**config.mk**
```make
export PLATFORM = sky130hd
export DESIGN_NAME = div_int_seq
export DESIGN_NICKNAME = d
export VERILOG_FILES = /design/src/rtl/div_int_seq.sv
export SDC_FILE = /design/constraint.sdc
export NUM_CORES = 1
export LEC_CHECK = 0
export ABC_AREA = 1
export BUFFER_PORTS_ARGS = -buffer_cell sky130_fd_sc_hd__buf_2
export CORE_MARGIN = 3
export CORE_UTILIZATION = 25
export DETAILED_ROUTE_END_ITERATION = 10
export HOLD_SLACK_MARGIN = 0.08
export PLACE_DENSITY = 0.47
export SLEW_MARGIN = 0
export SYNTH_ARGS = -nofsm -noshare
export SYNTH_HDL_FRONTEND = slang
export SYNTH_SLANG_ARGS = --single-unit
```
**constraint.sdc**
```tcl
create_clock -name clk -period 4.7 [get_ports clk]
set_input_delay 0.94 -clock clk [delete_from_list [all_inputs] [get_ports clk]]
set_output_delay 0.94 -clock clk [all_outputs]
set_load 0.005 [all_outputs]
```
**src/rtl/div_int_seq.sv**
```systemverilog
// Sequential unsigned restoring divider: one quotient bit per clock, fixed WIDTH+2 cycle issue period.
// Results are held in Q/R/div_by_zero until the next operation completes.
module div_int_seq #(
    parameter int WIDTH = 8
) (
    input  logic             clk,
    input  logic             rst,
    input  logic             start,
    input  logic [WIDTH-1:0] A,
    input  logic [WIDTH-1:0] B,
    output logic             busy,
    output logic             done,
    output logic [WIDTH-1:0] Q,
    output logic [WIDTH-1:0] R,
    output logic             div_by_zero
);

    localparam int CW = $clog2(WIDTH);

    typedef enum logic [1:0] {
        S_IDLE,
        S_RUN,
        S_FIN
    } state_t;

    state_t           state;
    state_t           state_next;
    logic [WIDTH-1:0] dvd;
    logic [WIDTH-1:0] dvs;
    logic [WIDTH-1:0] rem;
    logic [WIDTH-1:0] quo;
    logic [CW-1:0]    cnt;
    logic [WIDTH:0]   step;

    // Returns {quotient bit, next remainder}; the extra top bit of the subtraction is the borrow.
    function automatic logic [WIDTH:0] div_step(
        input logic [WIDTH-1:0] rem_in,
        input logic             dvd_msb,
        input logic [WIDTH-1:0] dvs_in
    );
        logic [WIDTH:0]   partial;
        logic [WIDTH+1:0] trial;
        partial = {rem_in, dvd_msb};
        trial   = {1'b0, partial} - {2'b00, dvs_in};
        if (trial[WIDTH+1]) begin
            return {1'b0, partial[WIDTH-1:0]};
        end
        return {1'b1, trial[WIDTH-1:0]};
    endfunction

    assign step = div_step(rem, dvd[WIDTH-1], dvs);

    always_ff @(posedge clk) begin
        if (rst) begin
            state <= S_IDLE;
        end else begin
            state <= state_next;
        end
    end

    always_comb begin
        state_next = state;
        busy       = 1'b0;
        case (state)
            S_IDLE: begin
                if (start) begin
                    state_next = S_RUN;
                end
            end
            S_RUN: begin
                busy = 1'b1;
                if (cnt == CW'(WIDTH - 1)) begin
                    state_next = S_FIN;
                end
            end
            S_FIN: begin
                busy       = 1'b1;
                state_next = S_IDLE;
            end
            default: begin
                state_next = S_IDLE;
            end
        endcase
    end

    always_ff @(posedge clk) begin
        if (rst) begin
            dvd         <= '0;
            dvs         <= '0;
            rem         <= '0;
            quo         <= '0;
            cnt         <= '0;
            done        <= 1'b0;
            Q           <= '0;
            R           <= '0;
            div_by_zero <= 1'b0;
        end else begin
            done <= 1'b0;
            case (state)
                S_IDLE: begin
                    if (start) begin
                        dvd <= A;
                        dvs <= B;
                        rem <= '0;
                        quo <= '0;
                        cnt <= '0;
                    end
                end
                S_RUN: begin
                    rem <= step[WIDTH-1:0];
                    quo <= {quo[WIDTH-2:0], step[WIDTH]};
                    dvd <= dvd << 1;
                    cnt <= cnt + CW'(1);
                end
                S_FIN: begin
                    Q           <= quo;
                    R           <= rem;
                    div_by_zero <= (dvs == '0);
                    done        <= 1'b1;
                end
                default: begin
                    done <= 1'b0;
                end
            endcase
        end
    end

endmodule

```
Word level (Yosys, flattened, before mapping)
Index checks and enable logic that the tools add are counted.
{"block": "totals", "regBits": 55, "input_bits": 19, "output_inout_bits": 19, "elab_cells": 39}
{"block": "op_classes", "n_addsub": 2, "eq_ne": 5, "muxes": 15, "reduce_logical": 7}
{"operator": "$pmux W8 S2", "count": 3}
{"operator": "$mux W9", "count": 2}
{"operator": "$mux W8", "count": 2}
{"operator": "$sub A9 B8 Y10", "count": 1}
{"operator": "$logic_not A8 Y1", "count": 1}
{"operator": "$pmux W3 S2", "count": 1}
{"operator": "$reduce_and A2 Y1", "count": 3}
{"operator": "$mux W2", "count": 2}
{"operator": "$ne A2 B2 Y1 const B", "count": 2}
{"operator": "$pmux W2 S2", "count": 1}
{"operator": "$add A3 B1 Y3 const B", "count": 1}
{"operator": "$eq A3 B3 Y1 const B", "count": 1}
{"operator": "$mux W1", "count": 3}
{"operator": "$mux W3", "count": 1}
{"operator": "$eq A2 B1 Y1 const B", "count": 1}
{"operator": "$eq A2 B2 Y1 const B", "count": 1}
{"operator": "$logic_not A2 Y1", "count": 1}
{"operator": "$reduce_bool A2 Y1", "count": 1}
{"operator": "$reduce_or A2 Y1", "count": 1}

Logic depth before layout (Yosys ltp)
{"block": "depth", "depth_word": 4, "mapped_depth": 12, "mapped_depth_nobuf": 12}

Least setup slack after synthesis
Ideal clock, no wire load.
{"block": "synth_timing", "path_kind": "input port to flip-flop", "startpoint": "in start", "endpoint": "reg cnt[1]", "setup_time_ns": 0.071, "arrival_ns": 1.662, "t_required_ns": 4.629, "path_slack_ns": 2.967, "cell_stages": 6, "path_buffers": 1, "path_cell_list": "nand2_1 o21ai_2 inv_2 buf_2 nand2_1 a21oi_1"}
{"block": "synth_between", "elab_chain_cells": 2}
{"item": "start, declared", "line_no": "8", "rtl": "input logic start,"}
{"item": "$ne A2 B2 Y1 (no line)"}
{"item": "$reduce_and A2 Y1 (no line)"}
{"item": "end signal, assigned", "line_no": "113", "rtl": "cnt <= cnt + CW'(1);"}
{"item": "end, declared", "line_no": "32", "rtl": "logic [CW-1:0] cnt;"}
No other way between the ends.
A chain may end at the register's enable or synchronous reset.

Worst setup path after layout
{"block": "layout_timing", "startpoint": "reg state[1]", "endpoint": "reg rem[7]"}
{"block": "layout_between", "elab_chain_cells": 3, "elab_cells_between_ends": 6, "classes_between": "eq/ne (2); mux (1); reduce/logical (3)"}
{"item": "start, declared", "line_no": "26", "rtl": "state_t state;"}
{"item": "start signal, assigned", "line_no": "57", "rtl": "state <= state_next;"}
{"item": "$eq A2 B1 Y1 / $logic_not A2 Y1 (equally long branches)", "line_no": "99", "rtl": "case (state)"}
{"item": "$reduce_bool A2 Y1 (no line) / $ne A2 B2 Y1 (equally long branches)"}
{"item": "$reduce_and A2 Y1 (no line)"}
{"item": "end signal, assigned", "line_no": "110", "rtl": "rem <= step[WIDTH-1:0];"}
{"item": "end, declared", "line_no": "30", "rtl": "logic [WIDTH-1:0] rem;"}
Parallel ways exist; a longest one is shown, timed or not.

==> results.tsv <==
stage	metric	value	unit
timing	tns	0	ns
synth	yosysSeqAreaShare	0.423	
detailed_routing	vias_per_cell	4.49	
layout	fillerInstances	1065	
layout	multi_input_area	1300	um^2
layout	final_core_util	0.301	
power	finalPower	0.00126	W
power	seq_power_share	0.440	
power	power_density	419	nW/um^2
detailed_routing	antenna_left	0	
synth	post_synth.cell_area_avg	7.43	um^2
timing	worst_slew_pin_slew	0.833	ns
critical_path	cpMaxStageDelayCell	o21ai_2	
floorplanning	start_util	0.261	
place	dpl_cell_area	2890	um^2
power	p_int	0.000810	W
global_route	antenna_found_initial	0	
global_route	grt_use_total	0.113	
flow_run	drv_cap	0	
timing	fin_crit_sh	0.461	
layout	final_cell_mix	nand2_1 (81), dfxtp_1 (55), a21oi_1 (38), buf_2 (37)	
power	pwr-share-clk	0.228	
clock_network	cts_buffer_depth	2	
power	leakagePower	1.34	nW
synth	synth_top_area_share	0.423	
critical_path	cp-end-kind	flop	
global_route	grt_max_degree	35	
timing	fin_worst_skew	0.00836	ns
critical_path	timing.rr.end	rem[7]	
clock_network	htree_num_levels	2	
floorplanning	die_width	108	um
timing	rsz0062_at_grt	false	
detailed_routing	wl_met1	2.98	mm
min_path	worstHoldStart	quo[7]	
synth	syn_nets	383	
clock_network	clockRootBuffer	clkbuf_8	
layout	area_growth	15.1	%
power	vdd_drop_max	0.124	mV
min_path	hold_end	quo[7]	
floorplanning	die_h	108	um
place	dpl.hpwl	4.60	mm
power	p_sw	0.000446	W
min_path	hold_path_depth	2	
detailed_routing	wl_met2	2.90	mm
clock_network	clk_pin_slew	0.10	ns
critical_path	crit_arrival	2.35	ns
global_route	grt_overflow_total	0	
layout	nets	413	
synth	yosysUniqueCellTypes	27	
critical_path	reg2reg_depth	7	
min_path	worstHoldPathType	flop to flop	
clock_network	cts_setup_buffers	0	
critical_path	cp_common_cell	inv_2	
timing	period_minus_slack	2.17	ns
detailed_routing	vias	2308	
detailed_routing	met3_length	218	um
power	p_sw_frac	0.355	
timing	fin_hold_ws	0.473	ns
floorplanning	rows	36	
critical_path	cp-start-kind	flop	
layout	register_area	1100	um^2
floorplanning	dieArea	11700	um^2
clock_network	hold_buffers	0	
critical_path	reg2reg_slack	2.53	ns
clock_network	clkSinkCount	55	
critical_path	max_stage_delay	0.51	ns
detailed_routing	maxUsedRoutingLayer	met4	
place	gp_congestion	0.828	
critical_path	path_cells	inv_1, ha_1, inv_2, o21ai_2, inv_2, nand2_1, a21oi_2	
place	portBuffers	37	
clock_network	numCtsBuffers	5	
synth	syn-cell-area	2600	um^2
timing	fmax	462	MHz
synth	syn-instance-count	350	
detailed_routing	postRouteWirelength	6.19	mm
timing	setup_violations	0	
clock_network	cts_tree	yes	
critical_path	cp_max_fo	19	
detailed_routing	drtIter0Drc	116	
synth	synth_top_area_cell	dfxtp_1	
floorplanning	core	9950	um^2
clock_network	clk_latency	0.30	ns
status	run_status	completed	
global_route	grt_pass1_vias	2257	
critical_path	critPathKind	flop to flop	
power	combinationalPowerShare	0.332	
detailed_routing	wl_per_cell	12.0	um
synth	synth.area.top_cells	dfxtp_1 (42%), nand2_1 (12%), a21oi_1 (7.3%)	
layout	layout_commonest_cell	nand2_1	
timing	maxSlewHeadroom	0.445	
detailed_routing	firstDrtPassIters	4	
layout	final_area	2990	um^2
layout	drive_above_1_share	0.160	
layout	diodes	0	
floorplanning	io_pins	38	
critical_path	reg2reg_from	state[1]	
global_route	grt_pass1_wl	10.6	mm
timing	slew_violations	0	
clock_network	cts_resized	0	
synth	ys_ff_latch	55	
detailed_routing	drc_errors	0	
timing	hold_viol	0	
synth	yosys_warnings	0	
critical_path	required	4.88	ns
-- cells in the mapped netlist, drive strengths merged --
cell type  count
a21oi         40
a31oi          7
buf            5
clkbuf         9
clkinv         1
dfxtp         55
fa             1
ha            13
inv           36
nand2         86
nand3         17
nand4          9
nor2          27
nor4           2
o21ai         37
or2            2
xnor2          2
xor2           1
-- cells by family after synthesis --
| family | synth area share |
|---|---|
| and+or+nand+nor | 0.248 |
| AOI/OAI and AO/OA | 0.172 |
| DFF | 0.423 |
| buffers and inverters | 0.0760 |
| adders and majority gates | 0.0702 |
| xor gates and xnor gates | 0.0101 |
-- power by group through the flow --
stage,registers [W],clock network (W),logic (W)
floorplan,0.000561,0,0.000315
global placement,0.000565,0,0.000419
detailed placement,0.000564,0,0.000422
CTS,0.000553,0.000295,0.000424
global route,0.000561,0.000316,0.000483
finish,0.000553,0.000286,0.000417
-- state kept, by name (all words and copies together), names as in the netlist --
register / flops
dvs: 8
dvd: 8
cnt: 3
Q: 8
div_by_zero: 1
done: 1
state: 2
rem: 8
R: 8
quo: 8
-- per-layer routing --
layer | vias up | track usage
met5 | - | 0
met4 | 0 | 0.0379
met3 | 7 | 0.0197
met2 | 42 | 0.191
met1 | 1045 | 0.147
li1 | 1214 | -
-- how the worst max path moves through the flow --
| stage | startpoint | end | slack, ns | cells past startpoint |
|---|---|---|---|---|
| 5_1_grt | state[1] | rem[5] | 2.31 | 7 |
| 3_3_place_gp | start | rem[7] | 2.37 | 6 |
| 3_5_place_dp | start | rem[7] | 2.30 | 6 |
| 2_1_floorplan | start | cnt[1] | 2.97 | 6 |
| 6_report | state[1] | rem[7] | 2.53 | 7 |
| 4_1_cts | state[1] | rem[7] | 2.55 | 7 |
-- per-stage QoR --
stage	std cells	setup WS [ns]
finish	514	2.53
global route	514	2.31
detailed placement	506	2.30
global placement	506	2.37
CTS	514	2.55
floorplan	350	2.97
-- cell type report --
type,count,share of cell area
Tap cell,133,0.0556
Multi-Input combinational cell,244,0.435
Sequential cell,55,0.368
Timing Repair Buffer,37,0.0618
Inverter,37,0.0464
Clock buffer,8,0.0334
-- worst max-delay path: cells and delay by family (launching register included) --
kind / cells / cell delay [ns]
buffers and inverters: 3 / 0.57
AOI/OAI and AO/OA: 2 / 0.57
adders and majority gates: 1 / 0.41
DFF: 1 / 0.33
and+or+nand+nor: 1 / 0.15
No activity file was read; power rests on OpenSTA's default activity.
